$ cat src/rtl/mmio_uart_tx.sv
// mmio_uart_tx: memory-mapped 8N1 UART transmitter for the RV32I store port.
// A store to TXDATA queues one byte. A store to CTRL with bit0 set clears the
// sticky overflow flag. The status word is read back combinationally from CTRL.
module mmio_uart_tx #(
    parameter logic [31:0] BASE_ADDR    = 32'h0000_0100,
    parameter int          CLKS_PER_BIT = 4,
    parameter int          FIFO_DEPTH   = 8
) (
    input  logic        clk,
    input  logic        reset,
    input  logic        write_enable,
    input  logic [31:0] data_address,
    input  logic [31:0] write_data,
    output logic [31:0] read_data,
    output logic        tx,
    output logic        busy,
    output logic        fifo_full,
    output logic        overflow
);

    localparam int PTR_W  = $clog2(FIFO_DEPTH);
    localparam int CNT_W  = $clog2(FIFO_DEPTH + 1);
    localparam int BAUD_W = $clog2(CLKS_PER_BIT);

    localparam logic [CNT_W-1:0]  DEPTH_C   = CNT_W'(FIFO_DEPTH);
    localparam logic [BAUD_W-1:0] BAUD_LOAD = BAUD_W'(CLKS_PER_BIT - 1);
    localparam logic [31:0]       CTRL_ADDR = BASE_ADDR + 32'd4;

    typedef enum logic [1:0] {
        S_IDLE  = 2'd0,
        S_START = 2'd1,
        S_DATA  = 2'd2,
        S_STOP  = 2'd3
    } state_t;

    // FIFO storage and bookkeeping
    logic [7:0]       r_mem [FIFO_DEPTH];
    logic [PTR_W-1:0] r_wr_ptr;
    logic [PTR_W-1:0] r_rd_ptr;
    logic [CNT_W-1:0] r_count;
    logic             r_overflow;

    // Serializer state
    state_t            r_state;
    logic [BAUD_W-1:0] r_baud;
    logic [2:0]        r_idx;
    logic [7:0]        r_shift;
    logic              r_tx;
    logic              r_busy;

    // Combinational next values
    state_t            w_state_next;
    logic [BAUD_W-1:0] w_baud_next;
    logic [2:0]        w_idx_next;
    logic [7:0]        w_shift_next;
    logic              w_tx_next;
    logic              w_pop;

    logic       w_aligned;
    logic       w_sel_tx;
    logic       w_sel_ctrl;
    logic       w_push_ok;
    logic       w_push_drop;
    logic       w_empty;
    logic       w_full;
    logic [7:0] w_head;

    // Address decode: full 32-bit compare, word-aligned addresses only
    assign w_aligned  = (data_address[1:0] == 2'b00);
    assign w_sel_tx   = write_enable && w_aligned && (data_address == BASE_ADDR);
    assign w_sel_ctrl = write_enable && w_aligned && (data_address == CTRL_ADDR);

    assign w_empty = (r_count == '0);
    assign w_full  = (r_count == DEPTH_C);
    assign w_head  = r_mem[r_rd_ptr];

    // A pop on the same edge frees a slot, so a push into a full FIFO still lands
    assign w_push_ok   = w_sel_tx && (!w_full || w_pop);
    assign w_push_drop = w_sel_tx && !w_push_ok;

    // FIFO data array, no reset so it maps onto distributed RAM
    always_ff @(posedge clk) begin
        if (w_push_ok) begin
            r_mem[r_wr_ptr] <= write_data[7:0];
        end
    end

    // FIFO pointers, occupancy count and sticky overflow flag
    always_ff @(posedge clk or posedge reset) begin
        if (reset) begin
            r_wr_ptr   <= '0;
            r_rd_ptr   <= '0;
            r_count    <= '0;
            r_overflow <= 1'b0;
        end else begin
            if (w_push_ok) begin
                r_wr_ptr <= r_wr_ptr + PTR_W'(1);
            end
            if (w_pop) begin
                r_rd_ptr <= r_rd_ptr + PTR_W'(1);
            end
            case ({w_push_ok, w_pop})
                2'b10:   r_count <= r_count + CNT_W'(1);
                2'b01:   r_count <= r_count - CNT_W'(1);
                default: r_count <= r_count;
            endcase
            if (w_push_drop) begin
                r_overflow <= 1'b1;
            end else if (w_sel_ctrl && write_data[0]) begin
                r_overflow <= 1'b0;
            end
        end
    end

    // Serializer state register; reset drives the line high at once
    always_ff @(posedge clk or posedge reset) begin
        if (reset) begin
            r_state <= S_IDLE;
            r_baud  <= '0;
            r_idx   <= '0;
            r_shift <= '0;
            r_tx    <= 1'b1;
            r_busy  <= 1'b0;
        end else begin
            r_state <= w_state_next;
            r_baud  <= w_baud_next;
            r_idx   <= w_idx_next;
            r_shift <= w_shift_next;
            r_tx    <= w_tx_next;
            r_busy  <= (w_state_next != S_IDLE);
        end
    end

    // Serializer next-state logic; every bit lasts CLKS_PER_BIT cycles
    always_comb begin
        w_state_next = r_state;
        w_baud_next  = r_baud;
        w_idx_next   = r_idx;
        w_shift_next = r_shift;
        w_tx_next    = r_tx;
        w_pop        = 1'b0;
        case (r_state)
            S_IDLE: begin
                if (!w_empty) begin
                    w_pop        = 1'b1;
                    w_state_next = S_START;
                    w_shift_next = w_head;
                    w_baud_next  = BAUD_LOAD;
                    w_tx_next    = 1'b0;
                end
            end
            S_START: begin
                if (r_baud == '0) begin
                    w_state_next = S_DATA;
                    w_baud_next  = BAUD_LOAD;
                    w_idx_next   = 3'd0;
                    w_tx_next    = r_shift[0];
                end else begin
                    w_baud_next = r_baud - BAUD_W'(1);
                end
            end
            S_DATA: begin
                if (r_baud == '0) begin
                    w_baud_next = BAUD_LOAD;
                    if (r_idx == 3'd7) begin
                        w_state_next = S_STOP;
                        w_tx_next    = 1'b1;
                    end else begin
                        w_shift_next = {1'b0, r_shift[7:1]};
                        w_tx_next    = r_shift[1];
                        w_idx_next   = r_idx + 3'd1;
                    end
                end else begin
                    w_baud_next = r_baud - BAUD_W'(1);
                end
            end
            S_STOP: begin
                if (r_baud == '0) begin
                    if (!w_empty) begin
                        // Chain straight into the next frame with no idle gap
                        w_pop        = 1'b1;
                        w_state_next = S_START;
                        w_shift_next = w_head;
                        w_baud_next  = BAUD_LOAD;
                        w_tx_next    = 1'b0;
                    end else begin
                        w_state_next = S_IDLE;
                    end
                end else begin
                    w_baud_next = r_baud - BAUD_W'(1);
                end
            end
            default: begin
                w_state_next = S_IDLE;
                w_tx_next    = 1'b1;
            end
        endcase
    end

    assign tx        = r_tx;
    assign busy      = r_busy;
    assign fifo_full = w_full;
    assign overflow  = r_overflow;

    // Status readback: {overflow, full, empty, busy} at the CTRL address only
    assign read_data = (data_address == CTRL_ADDR)
                     ? {28'b0, r_overflow, w_full, w_empty, r_busy}
                     : 32'b0;

endmodule

$ cat config.mk
export PLATFORM = sky130hd
export DESIGN_NAME = mmio_uart_tx
export DESIGN_NICKNAME = d
export VERILOG_FILES = /design/src/rtl/mmio_uart_tx.sv
export SDC_FILE = /design/constraint.sdc
export NUM_CORES = 1
export LEC_CHECK = 0
export ABC_AREA = 0
export CAP_MARGIN = 40
export CORE_MARGIN = 2
export CORE_UTILIZATION = 47
export CTS_BUF_LIST = sky130_fd_sc_hd__clkbuf_8
export CTS_CLUSTER_SIZE = 24
export DETAILED_ROUTE_END_ITERATION = 6
export GPL_ROUTABILITY_DRIVEN = 0
export HOLD_SLACK_MARGIN = 0.15
export PLACE_DENSITY = 0.79
export SETUP_SLACK_MARGIN = 0.2
export SYNTH_ARGS = -nofsm -noshare
export SYNTH_HDL_FRONTEND = slang
export SYNTH_SLANG_ARGS = --single-unit
$ cat constraint.sdc
create_clock -name clk -period 3 [get_ports clk]
set_clock_uncertainty 0.2 [all_clocks]
set_input_delay 0.6 -clock clk [delete_from_list [all_inputs] [get_ports clk]]
set_output_delay 0.6 -clock clk [all_outputs]
set_load 0.05 [all_outputs]
==> impl_metrics.py, run 1 <==
metrics = {
    "drt": {
        "highest-signal-layer": "met4",
        "post_drt_wl_per_cell_um": 16.1,
        "vias": 2763,
        "drtIter0Drc": 87,
        "drt-met1-wl_um": 3600,
        "detail-route-antenna-nets": 0,
        "drc": 0,
        "routed-wl-met2_um": 4520,
        "met3_length_um": 220,
        "drt_wl_total_um": 8460,
        "dr.pass1.iters": 4,
        "via_per_inst": 5.27,
    },
    "clocking": {
        "cts_buffer_depth": 2,
        "cts_hold_buf": 0,
        "clk_latency_ns": 0.36,
        "numClockSinks": 92,
        "cts_tree": "yes",
        "cts_htree_levels": 3,
        "root_buffer": "clkbuf_8",
        "cts.reportedPaths.clkPinSlew_ns": 0.10,
        "cts_buffers": 9,
    },
    "critical_path": {
        "crit_required_ns": 3.07,
        "worstRegToRegCells": 10,
        "worst_setup_path_start_kind": "flip-flop",
        "ff2ff_setup_slack_ns": 0.16,
        "r2r-end": "r_count[3]$_DFFE_PP0P_",
        "endpoint": "r_count[3]$_DFFE_PP0P_",
        "crit_arrival_ns": 2.91,
        "cp-end-kind": "flip-flop",
        "crit_path_start": "r_state[1]$_DFF_PP0_",
        "crit_fanout": 8,
        "timing.rr.start": "r_state[1]$_DFF_PP0_",
        "critPathKind": "flip-flop to flip-flop",
    },
    "sta": {
        "final_max_slew_viol_count": 0,
        "finalCriticalPeriod_ns": 2.84,
        "hold_violations": 0,
        "worst_slew_pin_slew_ns": 0.885,
        "slew_headroom_pct": 40.6,
        "rsz0062_at_grt": "yes",
        "fin_ws_ns": 0.157,
        "finalCritPeriodShare_pct": 94.8,
        "setup_viol": 0,
        "fmax_mhz": 352,
    },
    "synth": {
        "synth-compound-area-share_pct": 4.20,
        "synth.area.mux_share_pct": 13.5,
        "ys_ff_latch": 92,
        "synth_top_family_by_area": "multiplexers",
        "synth_area_leaders": "edfxtp_1 44%, dfrtp_1 15%, mux4_2 8.2%",
        "yosys.cell_types.count": 48,
        "synth-adder-area-share_pct": 4.14,
        "yosys.area.top_type": "edfxtp_1",
        "yosys.area_share.simple_pct": 10.1,
        "ys_seq_area_share_pct": 59.5,
        "synth_area_sq_mm": 0.00441,
        "async_flop_share_pct": 30.4,
        "postSynthCellCount": 324,
        "yosysTopAreaCellShare_pct": 43.6,
        "yosys_warnings": 0,
        "synthXorXnorAreaFrac_pct": 1.19,
        "synthFlopType": "edfxtp_1",
        "syn_area_per_cell_sq_um": 13.6,
        "synth_edf_count": 64,
    },
    "placement": {
        "io_buffers": 50,
        "place_inst": 502,
        "hpwl_um": 6140,
        "postPlaceCellArea_sq_mm": 0.00524,
        "place_ws_ns": -0.399,
    },
    "floorplanning": {
        "fp.dieW_um": 101,
        "rows": 35,
        "start_util_pct": 48.2,
        "die_h_um": 101,
        "dieArea_sq_mm": 0.0102,
        "core_sq_mm": 0.00915,
        "io_pins": 103,
    },
    "grt": {
        "grt_pass1_vias": 2865,
        "grt-ovfl-total": 0,
        "grt_start_max_net_pins": 29,
        "track_usage_pct": 18.0,
        "antenna_found_initial": 0,
        "grt_pass1_wl_um": 14000,
    },
    "min_path": {
        "whs_path_depth": 2,
        "min_path_type": "flip-flop to flip-flop",
    },
    "cells_and_area": {
        "stdcell_count": 524,
        "area_growth_pct": 25.8,
        "layout-drive-gt1-share_pct": 32.2,
        "num-nets-final": 489,
        "antennaDiodeCount": 0,
        "design_area_sq_mm": 0.00555,
        "fillers": 693,
    },
    "power": {
        "ir_drop_mv": 0.388,
        "p_leak_uw": 0.00226,
        "power.total_uw": 2310,
        "power.density_mw_per_mm2": 415,
    },
    "outcome": {
        "outcome": "finished clean",
    },
    "flow_run": {
        "drv_cap": 0,
    },
}
==> per-layer routing <==
layer | GRT usage (%) | vias to the layer above
met2 | 31.1 | 57
li1 | - | 1305
met1 | 23.3 | 1388
met4 | 6.11 | 0
met3 | 2.84 | 13
met5 | 0 | -
==> cells in the final DEF, fill, tap and decap left out, types with 4 or more instances in the layout <==
cell type,n
mux4_2,16
clkbuf_8,9
dlygate4sd2_1,9
a21oi_1,6
dfrtp_1,25
o21ai_0,6
clkdlybuf4s50_1,12
nand2_1,26
clkdlybuf4s15_1,6
ha_1,10
clkbuf_2,7
buf_12,4
inv_1,13
nor2_4,6
edfxtp_1,64
buf_2,7
conb_1,28
nor2_1,18
mux2_2,10
nor4_2,4
mux2i_1,10
o21ai_1,6
buf_4,36
xnor2_1,5
==> where the power goes <==
group	total, uW	switching, uW	leakage, uW	internal (uW)
Clock	794	473	0.0000914	321
Combinational	152	112	0.00126	40.2
Sequential	1360	0.000760	0.000909	1360
==> critical path: stages, from the launching register on <==
cell	delay, ns
dfrtp_2	0.46
inv_2	0.10
ha_4	0.23
or3_4	0.41
nor2_4	0.14
ha_4	0.23
a21oi_2	0.14
nand2_2	0.08
or3_1	0.36
o311a_1	0.13
a221oi_2	0.25
==> cell type report <==
type | count | area [sq um] | share of cell area, %
Clock buffer | 9 | 124 | 2.23
Tap cell | 111 | 139 | 2.50
Timing Repair Buffer | 86 | 738 | 13.3
Inverter | 15 | 58.8 | 1.06
Clock inverter | 7 | 66.3 | 1.19
Multi-Input combinational cell | 204 | 1800 | 32.4
Sequential cell | 92 | 2630 | 47.3
==> metrics by stage <==
step	TNS (ns)	hold slack, ns	util, %
finish	0	0.289	60.6
global route	0	0.317	60.6
CTS	0	0.296	59.9
detailed placement	-16.66	0.275	57.3
global placement	-16.37	0.264	57.3
floorplan	0	0.250	-
==> flip-flops by register name, summed over array words and instances (netlist names) <==
register / count
r_mem: 64
r_shift: 8
r_count: 4
r_idx: 3
r_rd_ptr: 3
r_wr_ptr: 3
r_baud: 2
r_state: 2
busy: 1
overflow: 1
tx: 1
==> repair_timing <==
action,4_1_cts,5_1_grt
pin swaps,21,14
gates cloned,0,0
setup buffers,4,2
resized for setup,75,36
endpoints found under the setup margin,70,69
==> cell usage after synthesis, types with 7 or more instances <==
library cell,n
a21oi_1,7
mux2i_1,10
ha_1,13
mux2_2,10
dfrtp_1,27
buf_4,28
nor2_1,24
mux4_2,16
edfxtp_1,64
inv_1,15
nand2_1,27
clkbuf_1,8
==> how the worst min path moves through the flow <==
stage / startpoint / endpoint
2_1_floorplan: r_shift[3]$_DFFE_PP0P_ / r_shift[3]$_DFFE_PP0P_
3_3_place_gp: r_shift[3]$_DFFE_PP0P_ / r_shift[3]$_DFFE_PP0P_
3_5_place_dp: r_shift[0]$_DFFE_PP0P_ / r_shift[0]$_DFFE_PP0P_
4_1_cts: r_shift[0]$_DFFE_PP0P_ / r_shift[0]$_DFFE_PP0P_
5_1_grt: r_shift[3]$_DFFE_PP0P_ / r_shift[3]$_DFFE_PP0P_
6_report: r_shift[0]$_DFFE_PP0P_ / r_shift[0]$_DFFE_PP0P_
==> cell families after synthesis <==
kind of cell,after synthesis
AOI/OAI and AO/OA,29
muxes,38
DFF,92
buffers and inverters,55
and+or+nand+nor,89
other,1
adders and majority gates,14
xor gates and xnor gates,6
Power figures use the tool's default switching activity.
==> run 2: changes to the inputs <==
CORE_ASPECT_RATIO = 0.5   (was unset)
TNS_END_PERCENT = 10   (was unset)
==> run 2 against run 1 <==
Compared with the run above: power down 2.7%; first-iteration DRC count grew 130%; core utilization rose by 1.3 points; design area down 0.47%; worst setup slack better by 0.057 ns; critical path depth stayed put; clock-buffer cell count is the same; register-to-register slack improved by 0.09 ns; critical path type is now input port to flip-flop; largest cell class unchanged.
==> impl_metrics.py, run 2 (synthesis gave the netlist of run 1 again) <==
metrics = {
    "cells_and_area": {
        "multi_input_area_sq_mm": 0.00178,
        "top_regs": "r_mem (64), r_shift (8), r_count (4)",
        "num-nets-final": 485,
        "regArea_sq_mm": 0.00263,
        "area_growth_pct": 25.2,
        "mostFrequentLayoutCell": "edfxtp_1",
        "stdcell_count": 526,
        "layout_common_cells": "64 x edfxtp_1, 32 x buf_4, 28 x conb_1, 26 x nand2_1, 25 x dfrtp_1",
        "antennaDiodeCount": 0,
        "fillers": 641,
        "layout-drive-gt1-share_pct": 29.3,
        "design_area_sq_mm": 0.00552,
        "top_register": "r_mem",
        "largest_reg_flops": 64,
    },
    "sta": {
        "final_max_slew_viol_count": 0,
        "finalCriticalPeriod_ns": 2.79,
        "finalCritPeriodShare_pct": 92.9,
        "fmax_mhz": 359,
        "setup_viol": 0,
        "hold_violations": 0,
        "worst_slew_pin_slew_ns": 0.778,
        "fin_ws_ns": 0.214,
        "rsz0062_at_grt": "yes",
        "slew_headroom_pct": 48.1,
        "finalSetupTns_ns": 0,
    },
    "clocking": {
        "cts_htree_levels": 3,
        "numClockSinks": 92,
        "cts_hold_buf": 0,
        "root_buffer": "clkbuf_8",
        "cts_buffer_depth": 2,
        "cts.reportedPaths.clkPinSlew_ns": 0.09,
        "cts_buffers": 9,
        "clk_latency_ns": 0.36,
        "cts_tree": "yes",
    },
    "drt": {
        "via_per_inst": 5.24,
        "detail-route-antenna-nets": 0,
        "dr.pass1.iters": 5,
        "vias": 2755,
        "drtIter0Drc": 197,
        "post_drt_wl_per_cell_um": 16.9,
        "drt_wl_total_um": 8900,
        "drc": 0,
    },
    "critical_path": {
        "crit_fanout": 3,
        "worst_setup_path_start_kind": "input port",
        "crit_arrival_ns": 2.87,
        "crit_required_ns": 3.08,
        "cp-end-kind": "flip-flop",
        "critPathKind": "input port to flip-flop",
    },
    "floorplanning": {
        "start_util_pct": 49.5,
        "rows": 24,
        "fp.dieW_um": 141,
        "core_sq_mm": 0.00892,
        "io_pins": 103,
        "dieArea_sq_mm": 0.0102,
        "die_h_um": 72.5,
    },
    "placement": {
        "hpwl_um": 6110,
        "io_buffers": 50,
        "postPlaceCellArea_sq_mm": 0.00521,
        "place_ws_ns": -0.376,
        "place_inst": 503,
    },
    "outcome": {
        "outcome": "finished clean",
    },
    "power": {
        "p_leak_uw": 0.00225,
        "power.total_uw": 2240,
        "power.density_mw_per_mm2": 406,
        "ir_drop_mv": 0.279,
    },
    "min_path": {
        "min_path_type": "flip-flop to flip-flop",
    },
    "grt": {
        "grt-ovfl-total": 0,
        "antenna_found_initial": 0,
        "grt_pass1_vias": 2746,
        "grt_pass1_wl_um": 13800,
        "track_usage_pct": 18.2,
        "grt_start_max_net_pins": 29,
    },
    "flow_run": {
        "drv_cap": 0,
    },
}
run 2: changes by cell type in the layout (fill, tap and decap cells not counted), sizes merged:
cell           before  now
clkbuf             16   20
dlygate4sd2         9    5
dlymetal6s2s        2    8
buf                50   39
clkdlybuf4s50      12   13
clkinv              2    4
clkinvlp            2    0
run 2: path summary, 6_finish.rpt:
check	startpoint	end	slack, ns	depth (start not counted)
min reg2reg	r_shift[0]$_DFFE_PP0P_	r_shift[0]$_DFFE_PP0P_	0.29	2
max in group asynchronous	reset	tx$_DFFE_PP1P_	1.88	3
min	r_shift[0]$_DFFE_PP0P_	r_shift[0]$_DFFE_PP0P_	0.29	2
max	write_enable	r_count[3]$_DFFE_PP0P_	0.21	10
max reg2reg	r_state[0]$_DFF_PP0_	r_count[3]$_DFFE_PP0P_	0.25	10
min in group asynchronous	reset	overflow$_DFFE_PP0P_	0.40	3
run 2: final cells by class:
cell class | count | area share, %
Multi-Input combinational cell | 204 | 32.2
Inverter | 15 | 1.11
Tap cell | 117 | 2.65
Clock inverter | 7 | 0.770
Clock buffer | 9 | 2.24
Sequential cell | 92 | 47.5
Timing Repair Buffer | 82 | 13.5
run 2: routing by layer:
metal  track usage (%)  part of all wire, %  vias to the layer above
li1                  -                    -                     1298
met1              22.6                   42                     1369
met2              31.8                   52                       80
met3              4.95                  5.0                        8
met4              5.78                  1.1                        0
met5                 0                    0                        -
run 2: power breakdown:
group	internal (uW)	switching (uW)	leakage [uW]	total, uW
Combinational	42.8	111	0.00125	154
Clock	299	433	0.0000903	731
Sequential	1360	0.000800	0.000909	1360
run 2: critical path, cell delays in order:
cell	delay [ns]
clkdlybuf4s50_1	0.49
nor4b_4	0.24
nor3b_4	0.30
nor2_4	0.07
ha_4	0.22
a21oi_2	0.13
nand2_2	0.08
or3_1	0.34
o311a_1	0.12
a221oi_2	0.26
run 2: per-stage QoR:
| step | hold WS, ns | utilization (%) |
|---|---|---|
| detailed placement | 0.279 | 58.4 |
| floorplan | 0.250 | - |
| global route | 0.324 | 61.9 |
| CTS | 0.298 | 60.8 |
| finish | 0.292 | 61.9 |
| global placement | 0.266 | 58.4 |
run 2: repair_timing:
item / in CTS / in global routing
gates cloned: 0 / 0
buffers inserted: 2 / 5
endpoints found under the setup margin: 14 / 69
gates resized for setup: 38 / 62
pin swaps: 12 / 22
